File: config.mk
export PLATFORM = sky130hd
export DESIGN_NAME = mlp_frame_seq
export DESIGN_NICKNAME = d
export VERILOG_FILES = /design/src/rtl/mlp_pkg.sv /design/src/rtl/mlp_raster_cnt.sv /design/src/rtl/mlp_frame_seq.sv
export SDC_FILE = /design/constraint.sdc
export NUM_CORES = 1
export LEC_CHECK = 0
export ABC_CLOCK_PERIOD_IN_PS = 4800
export CAP_MARGIN = 20
export CORE_UTILIZATION = 30
export DETAILED_ROUTE_END_ITERATION = 7
export GPL_TIMING_DRIVEN = 0
export SLEW_MARGIN = 5
export SYNTH_ARGS = -nofsm -noshare
export SYNTH_HDL_FRONTEND = slang
export SYNTH_HIERARCHICAL = 1
export SYNTH_SLANG_ARGS = --single-unit
File: constraint.sdc
create_clock -name clk -period 4.8 [get_ports clk]
set_clock_uncertainty 0.1 [all_clocks]
set_input_delay 0.96 -clock clk [delete_from_list [all_inputs] [get_ports clk]]
set_output_delay 0.96 -clock clk [all_outputs]
set_load 0.01 [all_outputs]
File: src/rtl/mlp_pkg.sv
// Shared definitions for the mandelbrot frame sequencer: state encoding,
// job payload widths, default raster size and a saturating increment helper.
package mlp_pkg;

  localparam logic [1:0] ST_IDLE  = 2'd0;
  localparam logic [1:0] ST_ISSUE = 2'd1;
  localparam logic [1:0] ST_DRAIN = 2'd2;
  localparam logic [1:0] ST_DONE  = 2'd3;

  typedef enum logic [1:0] {
    IDLE  = ST_IDLE,
    ISSUE = ST_ISSUE,
    DRAIN = ST_DRAIN,
    DONE  = ST_DONE
  } seq_state_t;

  localparam int TIME_W    = 16;
  localparam int ALPHA_W   = 8;
  localparam int DEF_H_RES = 320;
  localparam int DEF_V_RES = 240;

  function automatic logic [31:0] sat_inc32(input logic [31:0] v);
    return (v == 32'hFFFF_FFFF) ? v : v + 32'd1;
  endfunction

endpackage

File: src/rtl/mlp_raster_cnt.sv
// Pixel raster walker: x runs 0..H_RES-1 within a line, y steps at end of line.
// last_pixel flags the bottom-right pixel so the sequencer knows when to drain.
module mlp_raster_cnt #(
  parameter int H_RES   = 320,
  parameter int V_RES   = 240,
  parameter int COORD_W = 10
) (
  input  logic               clk,
  input  logic               rst_n,
  input  logic               clear,
  input  logic               advance,
  output logic [COORD_W-1:0] x,
  output logic [COORD_W-1:0] y,
  output logic               last_pixel
);

  localparam logic [COORD_W-1:0] X_LAST = COORD_W'(H_RES - 1);
  localparam logic [COORD_W-1:0] Y_LAST = COORD_W'(V_RES - 1);

  assign last_pixel = (x == X_LAST) && (y == Y_LAST);

  // NOTE: sequential state uses non-blocking assignments so every register
  // samples the pre-edge values of its neighbours.
  always_ff @(posedge clk or negedge rst_n) begin
    if (!rst_n) begin
      x <= '0;
      y <= '0;
    end else if (clear) begin
      x <= '0;
      y <= '0;
    end else if (advance) begin
      if (x == X_LAST) begin
        x <= '0;
        y <= (y == Y_LAST) ? '0 : y + COORD_W'(1);
      end else begin
        x <= x + COORD_W'(1);
      end
    end
  end

endmodule

File: src/rtl/mlp_frame_seq.sv
// Frame sequencer: walks the raster issuing one job per pixel, tracks jobs in
// flight and reports busy/done. Optional macro FRAME_PERF_EN adds frame_cycles.
module mlp_frame_seq
  import mlp_pkg::*;
#(
  parameter int H_RES   = DEF_H_RES,
  parameter int V_RES   = DEF_V_RES,
  parameter int COORD_W = 10,
  parameter int OUT_W   = 6
) (
  input  logic               clk,
  input  logic               rst_n,
  input  logic               frame_start_pulse,
  input  logic               frame_auto,
  input  logic               ps_override,
  input  logic [15:0]        time_val,
  input  logic [7:0]         morph_alpha,
  input  logic               vsync_tick,
  output logic               job_valid,
  input  logic               job_ready,
  output logic [COORD_W-1:0] job_x,
  output logic [COORD_W-1:0] job_y,
  output logic [15:0]        job_time,
  output logic [7:0]         job_alpha,
  input  logic               res_valid,
  output logic               frame_busy,
  output logic               frame_done,
  output logic               seq_err
`ifdef FRAME_PERF_EN
  ,
  output logic [31:0]        frame_cycles
`endif
);

  localparam logic [OUT_W-1:0] OUT_MAX = '1;

  seq_state_t          state;
  logic [OUT_W-1:0]    out_cnt;
  logic [OUT_W-1:0]    out_next;
  logic [TIME_W-1:0]   frame_cnt;
  logic                pending;
  logic                start_req;
  logic                accept;
  logic                res_ok;
  logic                last_pixel;
  logic                raster_clear;

  assign start_req    = frame_start_pulse | (frame_auto & vsync_tick);
  assign accept       = job_valid & job_ready;
  assign res_ok       = res_valid && (out_cnt != '0);
  assign raster_clear = (state == IDLE);

  mlp_raster_cnt #(
    .H_RES   (H_RES),
    .V_RES   (V_RES),
    .COORD_W (COORD_W)
  ) u_raster (
    .clk        (clk),
    .rst_n      (rst_n),
    .clear      (raster_clear),
    .advance    (accept),
    .x          (job_x),
    .y          (job_y),
    .last_pixel (last_pixel)
  );

  // NOTE: out_next gets a default before the case so no latch is inferred.
  always_comb begin
    out_next = out_cnt;
    case ({accept, res_ok})
      2'b10:   out_next = out_cnt + OUT_W'(1);
      2'b01:   out_next = out_cnt - OUT_W'(1);
      default: out_next = out_cnt;
    endcase
  end

  always_ff @(posedge clk or negedge rst_n) begin
    if (!rst_n) begin
      state      <= IDLE;
      out_cnt    <= '0;
      frame_cnt  <= '0;
      pending    <= 1'b0;
      job_valid  <= 1'b0;
      job_time   <= '0;
      job_alpha  <= '0;
      frame_busy <= 1'b0;
      frame_done <= 1'b0;
      seq_err    <= 1'b0;
    end else begin
      out_cnt    <= out_next;
      frame_done <= 1'b0;
      if (state != IDLE && start_req) pending <= 1'b1;

      case (state)
        IDLE: begin
          if (start_req || pending) begin
            state      <= ISSUE;
            pending    <= 1'b0;
            seq_err    <= 1'b0;
            job_valid  <= 1'b1;
            frame_busy <= 1'b1;
            job_time   <= ps_override ? time_val : frame_cnt;
            job_alpha  <= ps_override ? morph_alpha : '0;
          end
        end
        ISSUE: begin
          if (accept && last_pixel) begin
            state     <= DRAIN;
            job_valid <= 1'b0;
          end else begin
            // Throttle when the in-flight window is full; a completion reopens it.
            job_valid <= (out_next != OUT_MAX);
          end
        end
        DRAIN: begin
          if (out_cnt == '0) begin
            state      <= DONE;
            frame_busy <= 1'b0;
            frame_done <= 1'b1;
          end
        end
        DONE: begin
          state     <= IDLE;
          frame_cnt <= frame_cnt + TIME_W'(1);
        end
        default: state <= IDLE;
      endcase

      // Error set wins over the clear at frame start in the same cycle.
      if ((res_valid && out_cnt == '0) || (accept && out_cnt == OUT_MAX))
        seq_err <= 1'b1;
    end
  end

`ifdef FRAME_PERF_EN
  logic [31:0] cyc_cnt;

  always_ff @(posedge clk or negedge rst_n) begin
    if (!rst_n) begin
      cyc_cnt      <= '0;
      frame_cycles <= '0;
    end else begin
      case (state)
        IDLE:         cyc_cnt <= '0;
        ISSUE, DRAIN: cyc_cnt <= sat_inc32(cyc_cnt);
        DONE:         frame_cycles <= sat_inc32(cyc_cnt);
        default:      cyc_cnt <= cyc_cnt;
      endcase
    end
  end
`endif

endmodule

; After elaboration in Yosys (flattened, before gate mapping)
; Cells that the tools add are included.
[classes]
bitwise = 3
n_reduce_logical = 24
addsub = 5
n_eq_ne = 12
n_mux = 27
[op_table]
columns = operator, n
row1 = two-way mux 10 bit, 7
row2 = adder 10 x 1 -> 10 bit (second input constant), 2
row3 = adder 16 x 1 -> 16 bit (second input constant), 1
row4 = two-way mux 16 bit, 1
row5 = nonzero test 2 bit, 7
row6 = case mux 6 bit (2 select lines), 1
row7 = two-way mux 1 bit, 11
row8 = equality test 10 x 8 -> 1 bit (second input constant), 1
row9 = equality test 10 x 9 -> 1 bit (second input constant), 1
row10 = two-way mux 8 bit, 1
row11 = case mux 2 bit (4 select lines), 1
row12 = AND reduction 2 bit, 4
row13 = adder 6 x 1 -> 6 bit (second input constant), 1
row14 = equality test 2 bit (second input constant), 3
row15 = equality test 6 bit (second input constant), 1
row16 = logical AND 1 bit, 6
row17 = zero test 6 bit, 1
row18 = two-way mux 2 bit, 3
row19 = != test 6 bit (second input constant), 1
row20 = AND reduction 3 bit, 2
row21 = nonzero test 6 bit, 1
row22 = subtractor 6 x 1 -> 6 bit (second input constant), 1
row23 = equality test 2 x 1 -> 1 bit (second input constant), 2
row24 = != test 2 bit (second input constant), 2
row25 = other kinds (6), 9
[totals]
reg_bits = 73
elab_cells = 83
output_inout_bits = 48

; Depth between registers and ports, before layout
; Gate-level depths: netlist (run 1).
[depth]
depth_word = 7
ltp_mapped = 14
ltp_nobuf = 12

; Cells and area by module
; Netlist (run 1), hierarchy kept.
[modules_own_cells]
columns = module, cells_each, area_each_um2, n_inst
row1 = mlp_frame_seq, 262, 2641.3, 1
row2 = mlp_raster_cnt, 115, 1097.3, 1

; Least setup slack after synthesis (run 1)
; Ideal clock, no wire load.
[synth_path]
path_kind = flip-flop to flip-flop
start = register out_cnt[0]
end = register job_valid
setup_slack_ps = 1225
setup_time_ps = 88
path_stages_with_launch = 15
period_less_slack_ps = 3575
arrival_time_ps = 3386
path_cell_list = dfrtp_1 -> buf_6 -> or3_1 -> or4_4 -> and2_2 -> ha_1 -> buf_1 -> xor2_1 -> ha_1 -> a21o_1 -> nand2_1 -> a21oi_1 -> a221oi_1 -> mux2_2 -> a41oi_1
[synth_via]
elab_chain_len = 7
elab_cells_between_ends = 10
[synth_rtl]
columns = item, line
row1 = start: declaration, mlp_frame_seq.sv:38  ; logic [OUT_W-1:0] out_cnt;
row2 = start signal: assignment, mlp_frame_seq.sv:90  ; out_cnt <= out_next;
row3 = "parallel branches: the longest is 3 deep, another holds subtractor 6 x 1 -> 6 bit", -
row4 = case mux 6 bit (2 select lines) (*), mlp_frame_seq.sv:70  ; case ({accept, res_ok})
row5 = != test 6 bit (*), mlp_frame_seq.sv:112  ; job_valid <= (out_next != OUT_MAX);
row6 = two-way mux 1 bit (*), mlp_frame_seq.sv:107  ; if (accept && last_pixel) begin
row7 = case mux 1 bit (2 select lines) (*), mlp_frame_seq.sv:94  ; case (state)
row8 = end signal: assignment, mlp_frame_seq.sv:112
row9 = end: declaration, mlp_frame_seq.sv:19  ; output logic job_valid,
; Every way passes the cells marked *.
; A chain may end at the register's enable or synchronous reset.

; Final worst setup path (run 1)
; Ends and elaborated chain as after synthesis.

==> results_dict.tcl, run 1 <==
set metrics [dict create \
    status "finished, final reports clean" \
    io_buffers 78 \
    slew_violations 0 \
    grt-ovfl-total 0 \
    num-fill-cells 1188 \
    dieArea_sq_mm 0.0129 \
    crit_required_ns 4.93 \
    synth_area_leaders "dfrtp_1, o21ai_0, nand2_1" \
    rows 40 \
    drcViolationCount 0 \
    synthSimpleGateAreaFrac_pct 20.7 \
    async_flop_share_pct 100 \
    cts_root_buffer "clkbuf_16" \
    cts.sinks 73 \
    wl_um 8880 \
    power_uw 1850 \
    syn_area_sq_mm 0.00374 \
    numCtsBuffers 9 \
    hold_viol_final 0 \
    crit_arrival_ns 4.13 \
    area_delta_synth_final_pct 35.5 \
    synth_edf_count 0 \
    drv_cap 0 \
    synth_top_cell_area_share_pct 48.9 \
    antenna_found_initial 0 \
    placed_cell_area_sq_mm 0.00475 \
    yosysWarnings 6 \
    timing.hold.ws_ns 0.357 \
    synth.ff_latch_count 73 \
    place_inst 624 \
    synth_cell_types 54 \
    seq_area_frac_synth_pct 48.9 \
    cts_tree "built" \
    finalCritPeriodShare_pct 83.5 \
    fmax_mhz 250 \
    fp.dieH_um 114 \
    peakVddDrop_v 0.000215 \
    crit_fanout 10 \
    io_pins 80 \
    clkLatencyLatePin_ns 0.32 \
    synth-adder-area-share_pct 3.35 \
    grt.total_usage_pct 14.8 \
    maxSlewHeadroom_pct 50.9 \
    grt_max_degree 66 \
    synth.avg_cell_area_sq_um 9.92 \
    synthMuxAreaShare_pct 5.56 \
    synth_xor_area_share_pct 6.79 \
    fin_cells 639 \
    core_sq_mm 0.0121 \
    rsz0062_at_grt "no" \
    post_cts_buffers 0 \
    power.density_mw_per_mm2 364 \
    synthesis.nets 419 \
    grt_pass1_wl_um 15200 \
    drive_gt1_share_pct 7.01 \
    h-tree-depth 3 \
    drt-initial-drc-count 219 \
    synth_compound_area_share_pct 11.8 \
    clockBufferDepth 2 \
    fin_crit_ns 4.01 \
    final_antenna_net_count 0 \
    critPathKind "flop to flop" \
    fin_nets 509 \
    antennaDiodeCount 0 \
    tns_ns 0 \
    first_pass_iters 4 \
    most-common-layout-cells "clkdlybuf4s50_1, dfrtp_1, nand2_1" \
    vias 3101 \
    holdBufCountCts 0 \
    yosys.area.top_type "dfrtp_1" \
    gp_congestion 0.792 \
    worst_pin_slew_ns 0.736 \
    post-dp-hpwl_um 6310 \
    vias_per_cell 4.85 \
    final_cell_area_sq_mm 0.00506 \
    crit_path_end_kind "flop" \
    clk_pin_slew_ns 0.06 \
    cts_resized 0 \
    initial_core_util_pct 31.0 \
    die_w_um 114 \
    hp-class "input pin to asynchronous set/reset pin" \
    synth_top_family_by_area "simple AND/OR/NAND/NOR gates" \
    synthFlopType "dfrtp_1" \
    final_common_cell "clkdlybuf4s50_1" \
    synth_cells 377 \
    worstSetupStartpointType "flop" \
    avgRoutedWirePerCell_um 13.9 \
    leakage_uw 0.00214 \
    setup_viol 0 \
    grt_pass1_vias 3157 \
]
[synthesized netlist by cell type (5+ instances only)]
library cell / instances
xnor2_1: 16
a21oi_1: 11
nor2_1: 22
clkbuf_1: 15
nor3_1: 6
mux2i_1: 17
dfrtp_1: 73
inv_1: 7
xor2_1: 13
nor4b_1: 5
nand2b_1: 6
o21ai_0: 36
nand2_1: 47
and2_1: 6
nand3_1: 23
ha_1: 10
and3_1: 8
nand4_1: 6
[critical path, stage by stage (launching register included)]
cell and delay [ns]:
dfrtp_1 0.39, buf_6 0.14, or3_1 0.38, or4_4 0.45
and2_2 0.22, ha_1 0.23, buf_1 0.25, xor2_1 0.21
ha_1 0.24, a21o_1 0.18, nand2_1 0.06, a21oi_1 0.06
a221oi_1 0.38, mux2_2 0.38, a41oi_1 0.22
[area by class of cell]
class,count,area (sq um),share of cell area [%]
Clock inverter,5,81.3,1.61
Tap cell,168,210,4.15
Multi-Input combinational cell,278,1810,35.6
Clock buffer,10,229,4.52
Buffer,19,80.1,1.58
Inverter,7,26.3,0.519
Timing Repair Buffer,79,806,15.9
Sequential cell,73,1830,36.1
[through the flow]
stage / utilization (%) / setup slack, ns
global route: 42.0 / 0.568
detailed placement: 39.4 / 0.500
finish: 42.0 / 0.794
floorplan: - / 1.23
global placement: 39.2 / -0.00201
CTS: 42.0 / 0.803
[worst paths after layout]
kind / from / endpoint / slack (ns) / cells past startpoint
setup / recovery: out_cnt[0] / job_valid / 0.79 / 14
hold / removal: rst_n / job_time[12] / 0.36 / 1
setup reg to reg: out_cnt[0] / job_valid / 0.79 / 14
hold reg to reg: job_time[0] / job_time[0] / 0.38 / 2
max in group asynchronous: rst_n / job_valid / 3.69 / 2
min in group clk: job_time[0] / job_time[0] / 0.38 / 2
[flip-flops by register name, summed over array words and instances, names as in the netlist, 2 cells and up]
register and cells:
state 2, job_alpha 8, u_raster/y 10, job_time 16
out_cnt 6, frame_cnt 16, u_raster/x 10
[logic make-up after synthesis]
kind of cell             after synthesis
AO/OA/AOI/OAI                         72
XOR/XNOR                              29
adder cells (fa/ha/maj)               10
buffers and inverters                 26
flip-flops                            73
multiplexers                          20
AND/OR/NAND/NOR                      147
[metal layers]
layer  share of wire, %  global-route usage (%)
met1                 49                    20.1
met2                 45                    23.6
met3                5.1                    3.35
met4               0.82                    4.21
met5                  0                       0
[where the power goes]
part / internal [uW] / switching (uW)
registers: 670 / 55.4
logic: 195 / 216
clock network: 452 / 256
total: 1320 / 528
(Power assumes the default switching activity.)
==> inputs of run 2 (changes only) <==
Settings changed: ABC_CLOCK_PERIOD_IN_PS 4800 to 3800.
Clock period 4.8 ns to 3.8 ns, I/O delays scaled along.
==> run 2 against run 1 <==
Design area grew 0.52%; sequential power grew 26%; maximum frequency grew 8.9%; final cell count is the same; first-iteration DRC count shrank 1.8%; highest routed layer unchanged; largest power group unchanged; worst setup slack lost 0.67 ns; sequential share of layout area shrank 0.19 points; register-to-register slack lost 0.67 ns; sequential cell count is the same; combinational power grew 33%; via count grew 0.13%.
==> results_dict.tcl, run 2 (same netlist as run 1, synthesis figures left out) <==
set metrics [dict create \
    grt-ovfl-total 0 \
    top_regs "frame_cnt: 16 flops, job_time: 16 flops" \
    grt_pass1_wl_um 15200 \
    drive_gt1_share_pct 8.07 \
    area_delta_synth_final_pct 36.2 \
    vias 3105 \
    hp-class "input pin to asynchronous set/reset pin" \
    first_pass_iters 4 \
    gp_congestion 0.792 \
    vias_per_cell 4.86 \
    drv_cap 0 \
    drt-initial-drc-count 215 \
    post_cts_buffers 0 \
    maxSlewHeadroom_pct 50.9 \
    fmax_mhz 272 \
    power.density_mw_per_mm2 463 \
    grt_pass1_vias 3161 \
    leakage_uw 0.00215 \
    clockBufferDepth 2 \
    fin_nets 509 \
    status "finished, final reports clean" \
    path_common_cell "ha_2" \
    grt_max_degree 66 \
    hold_viol_final 0 \
    post-place-ws_ns -0.300 \
    cts_root_buffer "clkbuf_16" \
    path_cells "buf_6, or3_1, or4_4, and2_2, ha_2, buf_4, xor2_1, ha_2, a21o_1, nand2_1, a21oi_1, a221oi_2, mux2_4, a41oi_2" \
    fin_util_pct 42.2 \
    clk_pin_slew_ns 0.06 \
    antenna_found_initial 0 \
    fin_ws_ns 0.122 \
    critPathKind "flop to flop" \
    path_delay_family "simple AND/OR/NAND/NOR gates" \
    cts.sinks 73 \
    rows 40 \
    h-tree-depth 3 \
    antennaDiodeCount 0 \
    worst_pin_slew_ns 0.736 \
    cts_tree "built" \
    timing.critical_path.buf_inv 2 \
    die_w_um 114 \
    grt.total_usage_pct 14.8 \
    fp.dieH_um 114 \
    initial_core_util_pct 31.0 \
    final_common_cell "clkdlybuf4s50_1" \
    slew_violations 0 \
    post-dp-hpwl_um 6310 \
    most-common-layout-cells "clkdlybuf4s50_1, dfrtp_1, nand2_1" \
    setup_viol 0 \
    crit_required_ns 3.93 \
    wl_um 8960 \
    fin_crit_ns 3.68 \
    cpPeakStageDelay_ns 0.45 \
    final_antenna_net_count 0 \
    drcViolationCount 0 \
    placed_cell_area_sq_mm 0.00475 \
    clkLatencyLatePin_ns 0.32 \
    io_buffers 78 \
    dieArea_sq_mm 0.0129 \
    finalCritPeriodShare_pct 96.8 \
    power_uw 2360 \
    crit_fanout 10 \
    holdBufCountCts 0 \
    crit_arrival_ns 3.81 \
    avgRoutedWirePerCell_um 14.0 \
    numCtsBuffers 9 \
    tns_ns 0 \
    final_cell_area_sq_mm 0.00509 \
    io_pins 80 \
    peakVddDrop_v 0.000272 \
    crit_path_end_kind "flop" \
    crit_slowest_cell "or4_4" \
    worstSetupStartpointType "flop" \
    core_sq_mm 0.0121 \
]
## run 2: stage by stage
step / hold slack (ns) / std cells
floorplan: 0.345 / 377
finish: 0.157 / 639
detailed placement: 0.370 / 624
global route: 0.146 / 639
CTS: 0.145 / 639
global placement: 0.361 / 623
## run 2: final timing paths
check                                 start            to  slack (ns)  depth (start not counted)
worst max-delay path             out_cnt[0]     job_valid        0.12                         14
worst min-delay path                  rst_n  job_time[12]        0.16                          1
worst max register to register   out_cnt[0]     job_valid        0.12                         14
worst min register to register  job_time[0]   job_time[0]        0.38                          2
max in group asynchronous             rst_n     job_valid        2.89                          2
min in group clk                job_time[0]   job_time[0]        0.38                          2
## run 2: worst register-to-register path: cells and delay by family, from the launching register on
| kind | cells | cell delay, ns |
|---|---|---|
| simple gates | 4 | 1.11 |
| compound gates | 4 | 0.74 |
| fa+ha+maj | 2 | 0.42 |
| flops | 1 | 0.39 |
| mux | 1 | 0.34 |
| buf+inv | 2 | 0.33 |
| xor+xnor | 1 | 0.15 |
## run 2: where the power goes
group	leakage [uW]	switching (uW)	internal, uW
combinational	0.00104	289	257
sequential	0.000962	70.0	846
clock	0.000149	324	571
## run 2: area by class of cell
cell class              instances  area, sq um
fillers                      1189         6970
repair buffers                 79          806
well taps                     168          210
plain buffers                  19         83.8
flip-flops and latches         73         1830
clock buffers                  10          229
clock inverters                 5         81.3
inverters                       7         26.3
multi-input cells             278         1830
## run 2: metal layers
layer | GRT usage [%] | vias up | part of all wire (%)
met5 | 0 | - | 0
met4 | 4.21 | 0 | 0.81
met3 | 3.35 | 7 | 5.1
met2 | 23.6 | 95 | 45
met1 | 20.2 | 1494 | 49
li1 | - | 1509 | -
## run 2: timing repair
item,4_1_cts,5_1_grt
pin swaps,0,1
gates resized for setup,2,7
endpoints found under the setup margin,1,1
cloned,0,0
==> inputs of run 3 (changes only) <==
Settings changed: ABC_CLOCK_PERIOD_IN_PS 3800 to not set.
==> results of run 3 <==
Final layout, timing and power as in run 2 (identical DEF).
